===== config.mk =====
export PLATFORM = sky130hd
export DESIGN_NAME = alu_arbiter
export DESIGN_NICKNAME = d
export VERILOG_FILES = /design/src/rtl/alu_arb_pkg.sv /design/src/rtl/alu.sv /design/src/rtl/rr_arbiter.sv /design/src/rtl/alu_arbiter.sv
export SDC_FILE = /design/constraint.sdc
export NUM_CORES = 1
export LEC_CHECK = 0
export BUFFER_PORTS_ARGS = -buffer_cell sky130_fd_sc_hd__buf_2
export CAP_MARGIN = 15
export CORE_MARGIN = 2
export CORE_UTILIZATION = 32
export DETAILED_ROUTE_END_ITERATION = 8
export GPL_TIMING_DRIVEN = 0
export PLACE_DENSITY = 0.53
export SLEW_MARGIN = 20
export SYNTH_ARGS = -nofsm -noshare
export SYNTH_HDL_FRONTEND = slang
export SYNTH_SLANG_ARGS = --single-unit

===== constraint.sdc =====
create_clock -name clk -period 3.1 [get_ports clk]
set_input_delay 0.31 -clock clk [delete_from_list [all_inputs] [get_ports clk]]
set_output_delay 0.31 -clock clk [all_outputs]
set_load 0.01 [all_outputs]

===== src/rtl/alu_arb_pkg.sv =====
// Shared types and constants for the ALU arbiter: FSM encodings, opcodes and
// the result pattern returned for illegal opcodes.
package alu_arb_pkg;

    typedef logic [1:0] arb_state_t;

    localparam arb_state_t IDLE = 2'd0;
    localparam arb_state_t EXEC = 2'd1;
    localparam arb_state_t RESP = 2'd2;

    localparam logic [2:0] OP_ADD = 3'd0;
    localparam logic [2:0] OP_SUB = 3'd1;
    localparam logic [2:0] OP_AND = 3'd2;
    localparam logic [2:0] OP_OR  = 3'd3;
    localparam logic [2:0] OP_XOR = 3'd4;
    localparam logic [2:0] OP_MAX = 3'd4;

    localparam logic [31:0] ERR_PATTERN = 32'hDEAD_BEEF;

    function automatic logic op_illegal(input logic [2:0] op);
        return op > OP_MAX;
    endfunction

endpackage


===== src/rtl/alu.sv =====
// Combinational 16-bit ALU with zero-extended operands and a 32-bit result.
// Opcodes above OP_MAX return ERR_PATTERN.
module alu
    import alu_arb_pkg::*;
(
    input  logic [15:0] a,
    input  logic [15:0] b,
    input  logic [2:0]  op,
    output logic [31:0] y
);

    logic [31:0] a_ext;
    logic [31:0] b_ext;

    assign a_ext = {16'h0000, a};
    assign b_ext = {16'h0000, b};

    always_comb begin
        y = ERR_PATTERN;
        case (op)
            OP_ADD:  y = a_ext + b_ext;
            OP_SUB:  y = a_ext - b_ext;
            OP_AND:  y = a_ext & b_ext;
            OP_OR:   y = a_ext | b_ext;
            OP_XOR:  y = a_ext ^ b_ext;
            default: y = ERR_PATTERN;
        endcase
    end

endmodule


===== src/rtl/rr_arbiter.sv =====
// Combinational round-robin picker: first set request at or after ptr,
// wrapping modulo N. The pointer register lives in the parent.
module rr_arbiter #(
    parameter int N  = 4,
    localparam int IW = (N > 1) ? $clog2(N) : 1
) (
    input  logic [N-1:0]  req,
    input  logic [IW-1:0] ptr,
    input  logic          en,
    output logic [N-1:0]  grant,
    output logic [IW-1:0] idx,
    output logic          any
);

    int          k;
    logic [IW-1:0] kk;

    always_comb begin
        grant = '0;
        idx   = '0;
        any   = 1'b0;
        k     = 0;
        kk    = '0;
        for (int i = 0; i < N; i++) begin
            k  = (int'(ptr) + i) % N;
            kk = IW'(k);
            if (en && !any && req[kk]) begin
                any       = 1'b1;
                grant[kk] = 1'b1;
                idx       = kk;
            end
        end
    end

endmodule


===== src/rtl/alu_arbiter.sv =====
// Round-robin sharing of one ALU between NUM_REQ requesters with a single
// response channel. Define ALU_ARBITER_STATS_EN to build op/err counters.
//
// state | meaning
// IDLE  | no operation in flight; grant any valid request
// EXEC  | ALU evaluating latched operands; result registered this cycle
// RESP  | response held until resp_ready; may grant next request same cycle
module alu_arbiter
    import alu_arb_pkg::*;
#(
    parameter  int NUM_REQ = 4,
    localparam int ID_W    = $clog2(NUM_REQ)
) (
    input  logic                  clk,
    input  logic                  rst_n,
    input  logic [NUM_REQ-1:0]    req_valid,
    output logic [NUM_REQ-1:0]    req_ready,
    input  logic [NUM_REQ*16-1:0] req_a,
    input  logic [NUM_REQ*16-1:0] req_b,
    input  logic [NUM_REQ*3-1:0]  req_op,
    output logic                  resp_valid,
    input  logic                  resp_ready,
    output logic [ID_W-1:0]       resp_id,
    output logic [31:0]           resp_data,
    output logic                  resp_err,
    output logic [31:0]           op_count,
    output logic [15:0]           err_count
);

    arb_state_t      state;
    logic [ID_W-1:0] rr_ptr;
    logic [15:0]     lat_a;
    logic [15:0]     lat_b;
    logic [2:0]      lat_op;
    logic [ID_W-1:0] lat_id;

    logic [15:0]     a_arr  [NUM_REQ];
    logic [15:0]     b_arr  [NUM_REQ];
    logic [2:0]      op_arr [NUM_REQ];

    logic               grant_en;
    logic [NUM_REQ-1:0] gnt;
    logic [ID_W-1:0]    gnt_idx;
    logic               gnt_any;
    logic [31:0]        alu_y;

    always_comb begin
        for (int i = 0; i < NUM_REQ; i++) begin
            a_arr[i]  = req_a[16*i +: 16];
            b_arr[i]  = req_b[16*i +: 16];
            op_arr[i] = req_op[3*i +: 3];
        end
    end

    // A grant in RESP is only legal on the cycle the held response retires.
    assign grant_en  = (state == IDLE) || ((state == RESP) && resp_ready);
    assign req_ready = gnt;

    rr_arbiter #(.N(NUM_REQ)) u_rr (
        .req   (req_valid),
        .ptr   (rr_ptr),
        .en    (grant_en),
        .grant (gnt),
        .idx   (gnt_idx),
        .any   (gnt_any)
    );

    alu u_alu (
        .a  (lat_a),
        .b  (lat_b),
        .op (lat_op),
        .y  (alu_y)
    );

    always_ff @(posedge clk or negedge rst_n) begin
        if (!rst_n) begin
            state      <= IDLE;
            rr_ptr     <= '0;
            lat_a      <= '0;
            lat_b      <= '0;
            lat_op     <= '0;
            lat_id     <= '0;
            resp_valid <= 1'b0;
            resp_id    <= '0;
            resp_data  <= '0;
            resp_err   <= 1'b0;
        end else begin
            if (gnt_any) begin
                lat_a  <= a_arr[gnt_idx];
                lat_b  <= b_arr[gnt_idx];
                lat_op <= op_arr[gnt_idx];
                lat_id <= gnt_idx;
                rr_ptr <= (gnt_idx == ID_W'(NUM_REQ - 1)) ? '0 : gnt_idx + 1'b1;
            end
            case (state)
                IDLE: begin
                    if (gnt_any) state <= EXEC;
                end
                EXEC: begin
                    resp_data  <= alu_y;
                    resp_err   <= op_illegal(lat_op);
                    resp_id    <= lat_id;
                    resp_valid <= 1'b1;
                    state      <= RESP;
                end
                RESP: begin
                    if (resp_ready) begin
                        resp_valid <= 1'b0;
                        state      <= gnt_any ? EXEC : IDLE;
                    end
                end
                default: state <= IDLE;
            endcase
        end
    end

`ifdef ALU_ARBITER_STATS_EN
    logic [31:0] op_cnt;
    logic [15:0] err_cnt;

    always_ff @(posedge clk or negedge rst_n) begin
        if (!rst_n) begin
            op_cnt  <= '0;
            err_cnt <= '0;
        end else if (resp_valid && resp_ready) begin
            op_cnt <= op_cnt + 32'd1;
            if (resp_err && (err_cnt != 16'hFFFF)) err_cnt <= err_cnt + 16'd1;
        end
    end

    assign op_count  = op_cnt;
    assign err_count = err_cnt;
`else
    assign op_count  = '0;
    assign err_count = '0;
`endif

endmodule


==> flow_summary.ini <==
[min_path]
hold_class = in2reg
holdPathEnd = lat_b[12]
hold_path_depth = 3
hold_start = req_b[60]

[critical_path]
rr_endpoint = lat_a[10]
startpoint_type = register
cpLargestDelayFamily = buffers and inverters
cp_num_buf_inv = 7
rr_startpoint = rr_ptr[0]
reg2reg_depth = 14
crit_chain = buf_6 -> clkinvlp_4 -> ha_4 -> mux4_2 -> buf_6 -> buf_6 -> nand3b_1 -> o311ai_4 -> nand2_4 -> buf_12 -> buf_12 -> buf_12 -> mux2i_1 -> o221ai_1
cpMaxStageDelayCell = mux4_2
r2r_slack_ps = 40
max_stage_delay_ps = 550
cp_max_fo = 8
cp.arrival_ps = 3270
setup.worst_path.end_class = register
crit_required_ps = 3310
critPathKind = reg2reg

[global_routing]
grt.total_usage_pct = 20.0
grt_start_max_net_pins = 36
grt_pass1_wl_um = 34600
grt_antenna_before_repair = 0
grt_remaining_overflow = 0
grt_pass1_vias = 6288

[layout]
final_nets = 1257
regArea_um2 = 1600
area_growth_pct = 38.2
multi_input_area_um2 = 4840
layout.cell_area.non_filler_um2 = 9390
finalCoreUtilization_pct = 44.8
antennaDiodeCount = 0
n_fill_cell = 2112
drive_gt1_share_pct = 40.2

[die]
start_util_pct = 32.4
die-area_um2 = 22400
pin_count = 235
rows = 53
die_x_um = 150
die_h_um = 150
core-area_um2 = 21000

[detailed_routing]
viasPerCell = 4.98
drc_errors = 0
ant_nets = 0
wire_per_inst_um = 17.3
drt_wl_total_um = 23000
vias = 6624
dr.pass1.iters = 5
drt_iter0_drc = 384

[cts]
clockBufferDepth = 2
cts_buffers = 9
cts.clk_slew.worst_paths_ps = 60
h-tree-depth = 3
cts_tree = built
root_buffer = clkbuf_16
clkLatencyLatePin_ps = 350
cts.sinks = 64

[synthesis]
synth_edf_count = 0
syn-cell-area_um2 = 6800
ys_seq_area_share_pct = 23.6
syn_inst = 775
yosys_warnings = 0
synth-async-reset-ratio_pct = 100
ys.flop_type = dfrtp_1
synth_mux_area_share_pct = 13.8
synthAdderAreaFrac_pct = 11.1
synth_xor_area_share_pct = 1.42
ys_ff_latch = 64
synth_cell_types = 74
synth-compound-area-share_pct = 24.1
avgSynthCellArea_um2 = 8.77
synth_top_family_by_area = compound AO/OA/AOI/OAI gates
synthSimpleGateAreaFrac_pct = 12.7

[sta]
timing.fmax_mhz = 327
finalSetupViolCount = 0
finalClockSkew_ps = 9.27
slew_violations = 0
fin_crit_sh_pct = 98.6
worst_pin_slew_ps = 753
relSlewSlack_pct = 49.5
min_period_ps = 3060
finalHoldViolCount = 0
grt_setup_unrepaired = true

[placement]
io_buffers = 186
hpwl_um = 17800
dpl_cell_area_um2 = 8270
place_congestion = 0.888

[run_status]
status = completed

[flow_run]
maxCapViolCount = 0
==> Yosys cell counts (all sizes together) (9+ instances only) <==
cell type / count / share of area (%)
buf: 79 / 9.0
nand2: 67 / 3.9
dfrtp: 64 / 24
nor2: 59 / 3.3
ha: 57 / 10
a21oi: 54 / 4.1
inv: 52 / 2.9
mux2: 38 / 7.3
mux2i: 37 / 5.5
o21ai: 33 / 2.4
clkbuf: 26 / 1.4
o22ai: 25 / 3.6
o221ai: 19 / 2.4
nor3: 14 / 1.1
nand2b: 10 / 0.92
a21o: 9 / 0.99
a31oi: 9 / 0.83
==> routing by layer <==
metal | track usage, % | vias to the layer above | routed length [µm]
li1 | - | 3257 | -
met1 | 27.9 | 3060 | 10700
met2 | 32.2 | 282 | 10600
met3 | 2.77 | 25 | 1370
met4 | 5.57 | 0 | 442
met5 | 0 | - | 0
==> kinds of logic (layout without fill, tap and decap cells) <==
| group | count (synthesis) | count (layout) |
|---|---|---|
| AOI/OAI and AO/OA | 225 | 225 |
| xor gates and xnor gates | 11 | 11 |
| adders and majority gates | 59 | 59 |
| buffers and inverters | 157 | 390 |
| DFF | 64 | 64 |
| muxes | 78 | 78 |
| other | 1 | 48 |
| and+or+nand+nor | 180 | 181 |
==> tightest hold or removal path: stages <==
cell and delay (ps):
buf_2 70, mux2i_1 50, o221ai_1 130
==> placed cells by master, fill, tap and decap left out, types with 9 or more instances in the layout <==
master	count
buf_2	189
buf_4	84
nand2_1	63
dfrtp_1	62
nor2_1	59
ha_1	56
inv_1	49
conb_1	48
a21oi_1	47
o21ai_0	28
mux2i_1	24
clkbuf_1	23
mux2_4	23
o221ai_1	16
mux2_2	15
clkbuf_16	13
nor3_1	12
nand2b_1	10
o22ai_4	10
mux2i_2	9
a21o_1	9
==> per-stage QoR <==
stage	std cells	setup TNS (ps)	setup WS (ps)	hold WS, ps
6_report	1331	0	43.1	257
4_1_cts	1320	-7.85	-7.85	264
2_1_floorplan	822	0	81.8	14.4
5_1_grt	1331	-787	-73.1	267
3_5_place_dp	1284	-14700	-618	279
3_3_place_gp	1283	-16610	-669	457
==> cell type report <==
type / count / share of cell area (%)
multi-input combinational: 602 / 51.6
tap: 275 / 3.66
clock buffer: 12 / 2.84
buffer: 103 / 8.10
inverter: 52 / 2.12
sequential: 64 / 17.1
timing repair buffer: 219 / 13.9
clock inverter: 4 / 0.799
==> timing repair <==
action / in CTS / in global routing
hold buffers: 1 / 0
hold endpoints to repair: 29 / 0
pin swaps: 7 / 20
gates cloned: 0 / 5
buffers inserted: 19 / 8
gates resized for setup: 34 / 62
setup endpoints to repair: 46 / 47
==> how the worst max path moves through the flow <==
stage / start / end / cells past startpoint / slack, ps
after CTS: rr_ptr[0] / lat_a[0] / 13 / -8
after global routing: rr_ptr[0] / lat_op[2] / 13 / -70
after detailed placement: rr_ptr[1] / lat_a[15] / 12 / -620
after global placement: rr_ptr[1] / lat_a[15] / 12 / -670
after floorplan: rr_ptr[0] / lat_b[6] / 13 / 80
final: rr_ptr[0] / lat_a[10] / 14 / 40
==> flip-flops by register name, summed over array words and instances, names as in the netlist <==
signal / count
resp_valid: 1
lat_id: 2
state: 2
lat_a: 16
resp_id: 2
resp_data: 19
lat_op: 3
lat_b: 16
resp_err: 1
rr_ptr: 2
Power is not shown: default switching activity piles up to over one toggle a cycle in this logic, so the estimate is an artifact.
